$ cat src/rtl/sobel_pkg.sv
// Shared encodings and constants for the Sobel edge pipeline.
package sobel_pkg;

  typedef enum logic [1:0] {
    SOBEL_L1  = 2'd0,
    SOBEL_MAX = 2'd1,
    SOBEL_GX  = 2'd2,
    SOBEL_GY  = 2'd3
  } sobel_mode_e;

  localparam int unsigned LAT = 4;

endpackage

$ cat src/rtl/sobel_edge_pipe_if.sv
// Pixel-in / edge-out bundle between the window generator, the Sobel engine and the binarise stage.
interface sobel_edge_pipe_if #(
  parameter int unsigned DATA_W = 10,
  parameter int unsigned OUT_W  = 10,
  parameter int unsigned CNT_W  = 20
);
  logic                  ien;
  logic                  frame_start;
  logic [1:0]            mode;
  logic                  bin_en;
  logic [DATA_W-1:0]     threshold;
  logic [9*DATA_W-1:0]   win;
  logic                  oen;
  logic [OUT_W-1:0]      target_data;
  logic                  edge_flag;
  logic [CNT_W-1:0]      edge_count;
  logic                  count_valid;

  modport master (
    output ien, frame_start, mode, bin_en, threshold, win,
    input  oen, target_data, edge_flag, edge_count, count_valid
  );

  modport slave (
    input  ien, frame_start, mode, bin_en, threshold, win,
    output oen, target_data, edge_flag, edge_count, count_valid
  );
endinterface

$ cat src/rtl/sobel_edge_counter.sv
// Per-frame edge-pixel counter: latches the running total when a frame-start pixel reaches the output.
module sobel_edge_counter #(
  parameter int unsigned CNT_W = 20
) (
  input  logic             clk,
  input  logic             rst_n,
  input  logic             valid_i,
  input  logic             edge_i,
  input  logic             frame_i,
  output logic [CNT_W-1:0] count_o,
  output logic             pulse_o
);
  localparam logic [CNT_W-1:0] CNT_MAX = '1;

  logic [CNT_W-1:0] run_q, run_d;
  logic [CNT_W-1:0] count_q, count_d;
  logic             pulse_q, pulse_d;

  // A frame-start pixel closes the previous frame and seeds the new one with its own edge bit.
  always_comb begin
    run_d   = run_q;
    count_d = count_q;
    pulse_d = 1'b0;
    if (valid_i && frame_i) begin
      count_d = run_q;
      pulse_d = 1'b1;
      run_d   = edge_i ? CNT_W'(1) : '0;
    end else if (valid_i && edge_i && (run_q != CNT_MAX)) begin
      run_d = run_q + CNT_W'(1);
    end
  end

  always_ff @(posedge clk or negedge rst_n) begin
    if (!rst_n) begin
      run_q   <= '0;
      count_q <= '0;
      pulse_q <= 1'b0;
    end else begin
      run_q   <= run_d;
      count_q <= count_d;
      pulse_q <= pulse_d;
    end
  end

  assign count_o = count_q;
  assign pulse_o = pulse_q;
endmodule

$ cat src/rtl/sobel_edge_pipe.sv
// 4-stage 3x3 Sobel engine: gradient taps, abs difference, magnitude/saturate, threshold.
// Frame configuration is shadowed at frame start and travels with each pixel.
module sobel_edge_pipe
  import sobel_pkg::*;
#(
  parameter int unsigned DATA_W = 10,
  parameter int unsigned OUT_W  = 10,
  parameter int unsigned CNT_W  = 20
) (
  input logic              clk,
  input logic              rst_n,
  sobel_edge_pipe_if.slave bus
);
  localparam int unsigned G_W   = DATA_W + 2;
  localparam int unsigned MAG_W = DATA_W + 3;
  localparam int unsigned SAT_W = (MAG_W > OUT_W) ? MAG_W : OUT_W;
  localparam int unsigned THR_W = (OUT_W > DATA_W) ? OUT_W : DATA_W;
  localparam logic [OUT_W-1:0] OUT_MAX = '1;

  typedef struct packed {
    sobel_mode_e       mode;
    logic              bin_en;
    logic [DATA_W-1:0] thr;
  } cfg_t;

  function automatic logic [G_W-1:0] tap3(input logic [DATA_W-1:0] a,
                                          input logic [DATA_W-1:0] b,
                                          input logic [DATA_W-1:0] c);
    return G_W'(a) + G_W'({b, 1'b0}) + G_W'(c);
  endfunction

  function automatic logic [G_W-1:0] absdiff(input logic [G_W-1:0] a, input logic [G_W-1:0] b);
    return (a >= b) ? (a - b) : (b - a);
  endfunction

  logic [DATA_W-1:0] d11, d12, d13, d21, d22, d23, d31, d32, d33;
  logic [DATA_W-1:0] unused_d22;

  assign d11 = bus.win[9*DATA_W-1 -: DATA_W];
  assign d12 = bus.win[8*DATA_W-1 -: DATA_W];
  assign d13 = bus.win[7*DATA_W-1 -: DATA_W];
  assign d21 = bus.win[6*DATA_W-1 -: DATA_W];
  assign d22 = bus.win[5*DATA_W-1 -: DATA_W];
  assign d23 = bus.win[4*DATA_W-1 -: DATA_W];
  assign d31 = bus.win[3*DATA_W-1 -: DATA_W];
  assign d32 = bus.win[2*DATA_W-1 -: DATA_W];
  assign d33 = bus.win[DATA_W-1:0];
  assign unused_d22 = d22;

  cfg_t              shadow_q, cfg_in_c;
  logic              v1_q, v2_q, v3_q, fs1_q, fs2_q, fs3_q;
  logic              fs1_d;
  cfg_t              cfg1_q, cfg2_q;
  logic [G_W-1:0]    gx1_q, gx3_q, gy1_q, gy3_q, gx_q, gy_q;
  logic              bin3_q;
  logic [DATA_W-1:0] thr3_q;
  logic [MAG_W-1:0]  mag_full_c;
  logic [SAT_W-1:0]  mag_ext_c;
  logic [OUT_W-1:0]  mag3_d, mag3_q;
  logic              edge_c;
  logic [OUT_W-1:0]  target_d, target_q;
  logic              oen_q, edge_q;

  // A frame-start pixel uses the freshly sampled config; every other pixel uses the shadow.
  always_comb begin
    fs1_d    = bus.ien & bus.frame_start;
    cfg_in_c = shadow_q;
    if (fs1_d) begin
      cfg_in_c.mode   = sobel_mode_e'(bus.mode);
      cfg_in_c.bin_en = bus.bin_en;
      cfg_in_c.thr    = bus.threshold;
    end
  end

  // Magnitude selection and saturation to the output width.
  always_comb begin
    case (cfg2_q.mode)
      SOBEL_L1:  mag_full_c = MAG_W'(gx_q) + MAG_W'(gy_q);
      SOBEL_MAX: mag_full_c = (gx_q >= gy_q) ? MAG_W'(gx_q) : MAG_W'(gy_q);
      SOBEL_GX:  mag_full_c = MAG_W'(gx_q);
      default:   mag_full_c = MAG_W'(gy_q);
    endcase
    mag_ext_c = SAT_W'(mag_full_c);
    mag3_d    = (mag_ext_c > SAT_W'(OUT_MAX)) ? OUT_MAX : OUT_W'(mag_ext_c);
  end

  always_comb begin
    edge_c   = v3_q && (THR_W'(mag3_q) >= THR_W'(thr3_q));
    target_d = '0;
    if (edge_c) target_d = bin3_q ? OUT_MAX : mag3_q;
  end

  always_ff @(posedge clk or negedge rst_n) begin
    if (!rst_n) begin
      shadow_q <= '0;
      v1_q     <= 1'b0;
      fs1_q    <= 1'b0;
      cfg1_q   <= '0;
      gx1_q    <= '0;
      gx3_q    <= '0;
      gy1_q    <= '0;
      gy3_q    <= '0;
      v2_q     <= 1'b0;
      fs2_q    <= 1'b0;
      cfg2_q   <= '0;
      gx_q     <= '0;
      gy_q     <= '0;
      v3_q     <= 1'b0;
      fs3_q    <= 1'b0;
      bin3_q   <= 1'b0;
      thr3_q   <= '0;
      mag3_q   <= '0;
      oen_q    <= 1'b0;
      target_q <= '0;
      edge_q   <= 1'b0;
    end else begin
      shadow_q <= cfg_in_c;
      v1_q     <= bus.ien;
      fs1_q    <= fs1_d;
      cfg1_q   <= cfg_in_c;
      gx1_q    <= tap3(d11, d12, d13);
      gx3_q    <= tap3(d31, d32, d33);
      gy1_q    <= tap3(d11, d21, d31);
      gy3_q    <= tap3(d13, d23, d33);
      v2_q     <= v1_q;
      fs2_q    <= fs1_q;
      cfg2_q   <= cfg1_q;
      gx_q     <= absdiff(gx1_q, gx3_q);
      gy_q     <= absdiff(gy1_q, gy3_q);
      v3_q     <= v2_q;
      fs3_q    <= fs2_q;
      bin3_q   <= cfg2_q.bin_en;
      thr3_q   <= cfg2_q.thr;
      mag3_q   <= mag3_d;
      oen_q    <= v3_q;
      target_q <= target_d;
      edge_q   <= edge_c;
    end
  end

  sobel_edge_counter #(.CNT_W(CNT_W)) u_counter (
    .clk     (clk),
    .rst_n   (rst_n),
    .valid_i (v3_q),
    .edge_i  (edge_c),
    .frame_i (fs3_q),
    .count_o (bus.edge_count),
    .pulse_o (bus.count_valid)
  );

  assign bus.oen         = oen_q;
  assign bus.target_data = target_q;
  assign bus.edge_flag   = edge_q;
endmodule

$ cat src/flat_wrapper.sv
// flat-port wrapper written by rule: the top's interface ports become plain ports
module sobel_edge_pipe_flat import sobel_pkg::*;
#(
  parameter int unsigned DATA_W = 10,
  parameter int unsigned OUT_W  = 10,
  parameter int unsigned CNT_W  = 20
)
  (clk, rst_n, bus_ien, bus_frame_start, bus_mode, bus_bin_en, bus_threshold, bus_win, bus_oen, bus_target_data, bus_edge_flag, bus_edge_count, bus_count_valid);
  sobel_edge_pipe_if #(.DATA_W(DATA_W), .OUT_W(OUT_W), .CNT_W(CNT_W)) bus_i ();
  input logic clk;
  input logic rst_n;
  input wire logic [$bits(bus_i.ien)-1:0] bus_ien;
  input wire logic [$bits(bus_i.frame_start)-1:0] bus_frame_start;
  input wire logic [$bits(bus_i.mode)-1:0] bus_mode;
  input wire logic [$bits(bus_i.bin_en)-1:0] bus_bin_en;
  input wire logic [$bits(bus_i.threshold)-1:0] bus_threshold;
  input wire logic [$bits(bus_i.win)-1:0] bus_win;
  output wire logic [$bits(bus_i.oen)-1:0] bus_oen;
  output wire logic [$bits(bus_i.target_data)-1:0] bus_target_data;
  output wire logic [$bits(bus_i.edge_flag)-1:0] bus_edge_flag;
  output wire logic [$bits(bus_i.edge_count)-1:0] bus_edge_count;
  output wire logic [$bits(bus_i.count_valid)-1:0] bus_count_valid;
  assign bus_i.ien = bus_ien;
  assign bus_i.frame_start = bus_frame_start;
  assign bus_i.mode = bus_mode;
  assign bus_i.bin_en = bus_bin_en;
  assign bus_i.threshold = bus_threshold;
  assign bus_i.win = bus_win;
  assign bus_oen = bus_i.oen;
  assign bus_target_data = bus_i.target_data;
  assign bus_edge_flag = bus_i.edge_flag;
  assign bus_edge_count = bus_i.edge_count;
  assign bus_count_valid = bus_i.count_valid;
  sobel_edge_pipe #(.DATA_W(DATA_W), .OUT_W(OUT_W), .CNT_W(CNT_W)) u_core (.clk(clk), .rst_n(rst_n), .bus(bus_i));
endmodule
$ cat config.mk
export PLATFORM = sky130hd
export DESIGN_NAME = sobel_edge_pipe_flat
export DESIGN_NICKNAME = d
export VERILOG_FILES = /design/src/rtl/sobel_pkg.sv /design/src/rtl/sobel_edge_pipe_if.sv /design/src/rtl/sobel_edge_counter.sv /design/src/rtl/sobel_edge_pipe.sv /design/src/flat_wrapper.sv
export SDC_FILE = /design/constraint.sdc
export NUM_CORES = 1
export LEC_CHECK = 0
export BUFFER_PORTS_ARGS = -buffer_cell sky130_fd_sc_hd__clkbuf_2
export CAP_MARGIN = 20
export CORE_MARGIN = 2
export CORE_UTILIZATION = 60
export CTS_BUF_LIST = sky130_fd_sc_hd__clkbuf_4 sky130_fd_sc_hd__clkbuf_8
export DETAILED_ROUTE_END_ITERATION = 12
export PLACE_DENSITY = 0.84
export SETUP_SLACK_MARGIN = 0.15
export SYNTH_ARGS = -nofsm -noshare
export SYNTH_HDL_FRONTEND = slang
export SYNTH_SLANG_ARGS = --single-unit
$ cat constraint.sdc
create_clock -name clk -period 2.7 [get_ports clk]
set_input_delay 0.27 -clock clk [delete_from_list [all_inputs] [get_ports clk]]
set_output_delay 0.27 -clock clk [all_outputs]
set_load 0.03 [all_outputs]
==> results.toml <==
[worst_setup_path]
r2r_setup_slack_ps = 180
worstPathMaxFanout = 3
arrival_ps = 2880
cp-end-kind = "flip-flop"
timing.rr.start = "u_core.gy_q[4]"
startpoint = "u_core.gy_q[4]"
path_class = "flip-flop to flip-flop"
worst_setup_path_start_kind = "flip-flop"
worst-endpoint-required_ps = 3060

[power_and_ir_drop]
ir_worst_vdd_uv = 510
clkPwrFrac_pct = 12.6
p_leak_nw = 6.66
combPwrFrac_pct = 60.2
p_int_w = 0.00825
sw_frac_of_total_pct = 43.3
p_per_area_mw_per_mm2 = 1090
seq_power_share_pct = 27.3
p_sw_w = 0.00630

[placement]
dp.cells = 1508
port_buffers = 129
place_hpwl_mm = 20.1
place.gp.congestion = 0.891
placed_area_sq_mm = 0.0126

[synthesis]
synth_edf_count = 0
ys_ff_latch = 178
async_flop_share_pct = 100
syn_area_sq_mm = 0.0114
synthesis.nets = 1403
ys_seq_area_share_pct = 39.0
syn-instance-count = 1126
ys.flop_type = "dfrtp_1"
yosys_warnings = 0
ys_types = 71
syn_avg_cell_area_sq_um = 10.2

[global_route]
antenna_found_initial = 0
grtUsageTotal_pct = 25.9
grt-ovfl-total = 0
grt_pass1_vias = 8630
grt_pass1_wl_mm = 40.8
grt_max_degree = 77

[floorplanning]
die_width_um = 142
chipHeight_um = 142
dieArea_sq_mm = 0.0202
io_pins = 140
start_util_pct = 61.1
fp-row-count = 50
core_area_sq_mm = 0.0187

[timing]
max_freq_ghz = 0.397
period_needed_ps = 2520
worstMarginPinSlew_ps = 677
maxSlewViolCount = 0
finalClockSkew_ps = 12.7
hold_viol = 0
max_slew_margin_pct = 54.8
rsz0062_at_grt = "true"
fin_crit_sh_pct = 93.3
setup_viol = 0

[cts]
clockBufferDepth = 2
insertion_delay_ps = 470
ctsRootBufferMaster = "clkbuf_8"
path_clk_slew_ps = 100
htreeDepth = 4
clock-sinks = 178
tritoncts.num_buffers = 17
cts_tree = "yes"

[layout]
multi_input_area_sq_mm = 0.00663
fillers = 1286
final_nets = 1585
final_cells = 1555
area_growth_pct = 17.1
drive_above_1_share_pct = 22.0
finalInstanceArea_sq_mm = 0.0134
regArea_sq_mm = 0.00445
fin_util_pct = 71.6
antenna_cells = 0

[worst_hold_path]
hp-start = "bus_threshold[3]"
hold_class = "input port to flip-flop"

[detailed_routing]
wire_per_inst_um = 16.4
drtIter0Drc = 457
wirelength_mm = 25.5
vias = 8662
drc = 0
dr.pass1.iters = 5
vias_per_cell = 5.57
drtAntennaViolNets = 0

[run_status]
status = "finished clean"

[run]
cap_viol_max_count = 0
cell families (layout without fill, tap and decap cells):
kind of cell	Yosys count	in the layout	synth area share (%)
mux	48	48	4.42
xor+xnor	62	62	4.75
buf+inv	142	337	4.91
compound gates	223	223	13.1
fa+ha+maj	170	170	21.6
flops	178	178	39.0
simple gates	303	303	12.3
power groups by stage:
stage / clock, W / sequential (W) / combinational [W]
4_1_cts: 0.00188 / 0.00395 / 0.00809
6_report: 0.00183 / 0.00397 / 0.00875
3_3_place_gp: 0 / 0.00397 / 0.00762
3_5_place_dp: 0 / 0.00400 / 0.00786
5_1_grt: 0.00199 / 0.00404 / 0.00960
2_1_floorplan: 0 / 0.00401 / 0.00565
layer usage:
| layer | wire [um] | global-route usage, % |
|---|---|---|
| met5 | 0 | 0 |
| met4 | 1200 | 13.2 |
| met1 | 10200 | 30.0 |
| met3 | 1030 | 3.84 |
| met2 | 13000 | 46.5 |
stage by stage:
stage | power [W] | setup TNS (ps) | hold slack, ps | setup slack, ps
2_1_floorplan | 0.00966 | 0 | -25.6 | 174
3_3_place_gp | 0.0116 | -237 | 333 | -83.7
3_5_place_dp | 0.0119 | -751 | 335 | -154
4_1_cts | 0.0139 | 0 | 2.11 | 153
5_1_grt | 0.0156 | 0 | 5.72 | 42.3
6_report | 0.0146 | 0 | 26.5 | 181
path summary, 6_finish.rpt:
check,cells past startpoint,endpoint
hold / removal,2,u_core.shadow_q[3]
setup reg to reg,11,u_core.mag3_q[9]
setup / recovery,11,u_core.mag3_q[9]
hold reg to reg,0,u_core.v2_q
max in group asynchronous,3,u_core.cfg2_q[12]
min in group asynchronous,2,u_core.gy_q[11]
final cells by class:
class / count / share of cell area (%)
well taps: 234 / 2.19
clock buffers: 18 / 1.85
clock inverters: 14 / 1.16
multi-input cells: 806 / 49.5
inverters: 116 / 3.29
repair buffers: 189 / 8.70
flip-flops and latches: 178 / 33.3
registers in the layout, summed over array words and instances (netlist names), 10 cells and up:
register	count
u_core.thr3_q	10
u_core.bus.target_data	10
u_core.gx1_q	12
u_core.gy3_q	12
u_core.u_counter.count_o	20
u_core.gx_q	12
u_core.gx3_q	12
u_core.u_counter.run_q	20
u_core.mag3_q	10
u_core.gy_q	12
u_core.shadow_q	13
u_core.cfg2_q	13
u_core.gy1_q	12
cells in the mapped netlist (all sizes together) (8+ instances only):
cell,number,area (sq um)
a211oi,9,72.6
a21o,22,165
a21oi,66,342
a31oi,8,50.1
and3,12,80.1
buf,15,85.1
clkbuf,11,41.3
dfrtp,178,4450
fa,45,901
ha,125,1560
inv,114,428
mux2,20,225
mux2i,28,280
nand2,115,432
nand2b,13,81.3
nand3,13,65.1
nor2,87,327
nor2b,11,68.8
nor3,16,80.1
nor4,8,65.1
o211ai,15,113
o21a,9,67.6
o21ai,47,235
xnor2,46,403
xor2,16,140
worst max-delay path: stages (launching register included):
cell,delay (ps)
dfrtp_1,420
inv_1,120
ha_4,230
buf_4,150
nor2_4,100
a221oi_4,80
a211oi_2,250
mux2i_1,230
o211ai_1,160
a221oi_4,310
buf_4,180
a21bo_1,190
timing repair:
item,in CTS,in global routing
hold buffers,3,1
cloned,0,1
pin swaps,3,12
resized for setup,12,39
endpoints found under the setup margin,12,26
endpoints found under the hold margin,76,1
setup buffers,2,8
cell usage in the layout, fill, tap and decap left out, types with 15 or more instances in the layout:
master	n
xnor2_1	46
a21oi_1	60
ha_1	114
nor2_1	86
fa_1	43
buf_4	49
mux2i_1	26
nor3_1	15
a21o_1	22
dfrtp_1	178
nand2_1	113
o211ai_1	15
xor2_1	16
mux2_2	20
clkbuf_8	18
o21ai_0	45
inv_1	111
clkbuf_2	128
No activity file was read; power rests on OpenSTA's default activity.
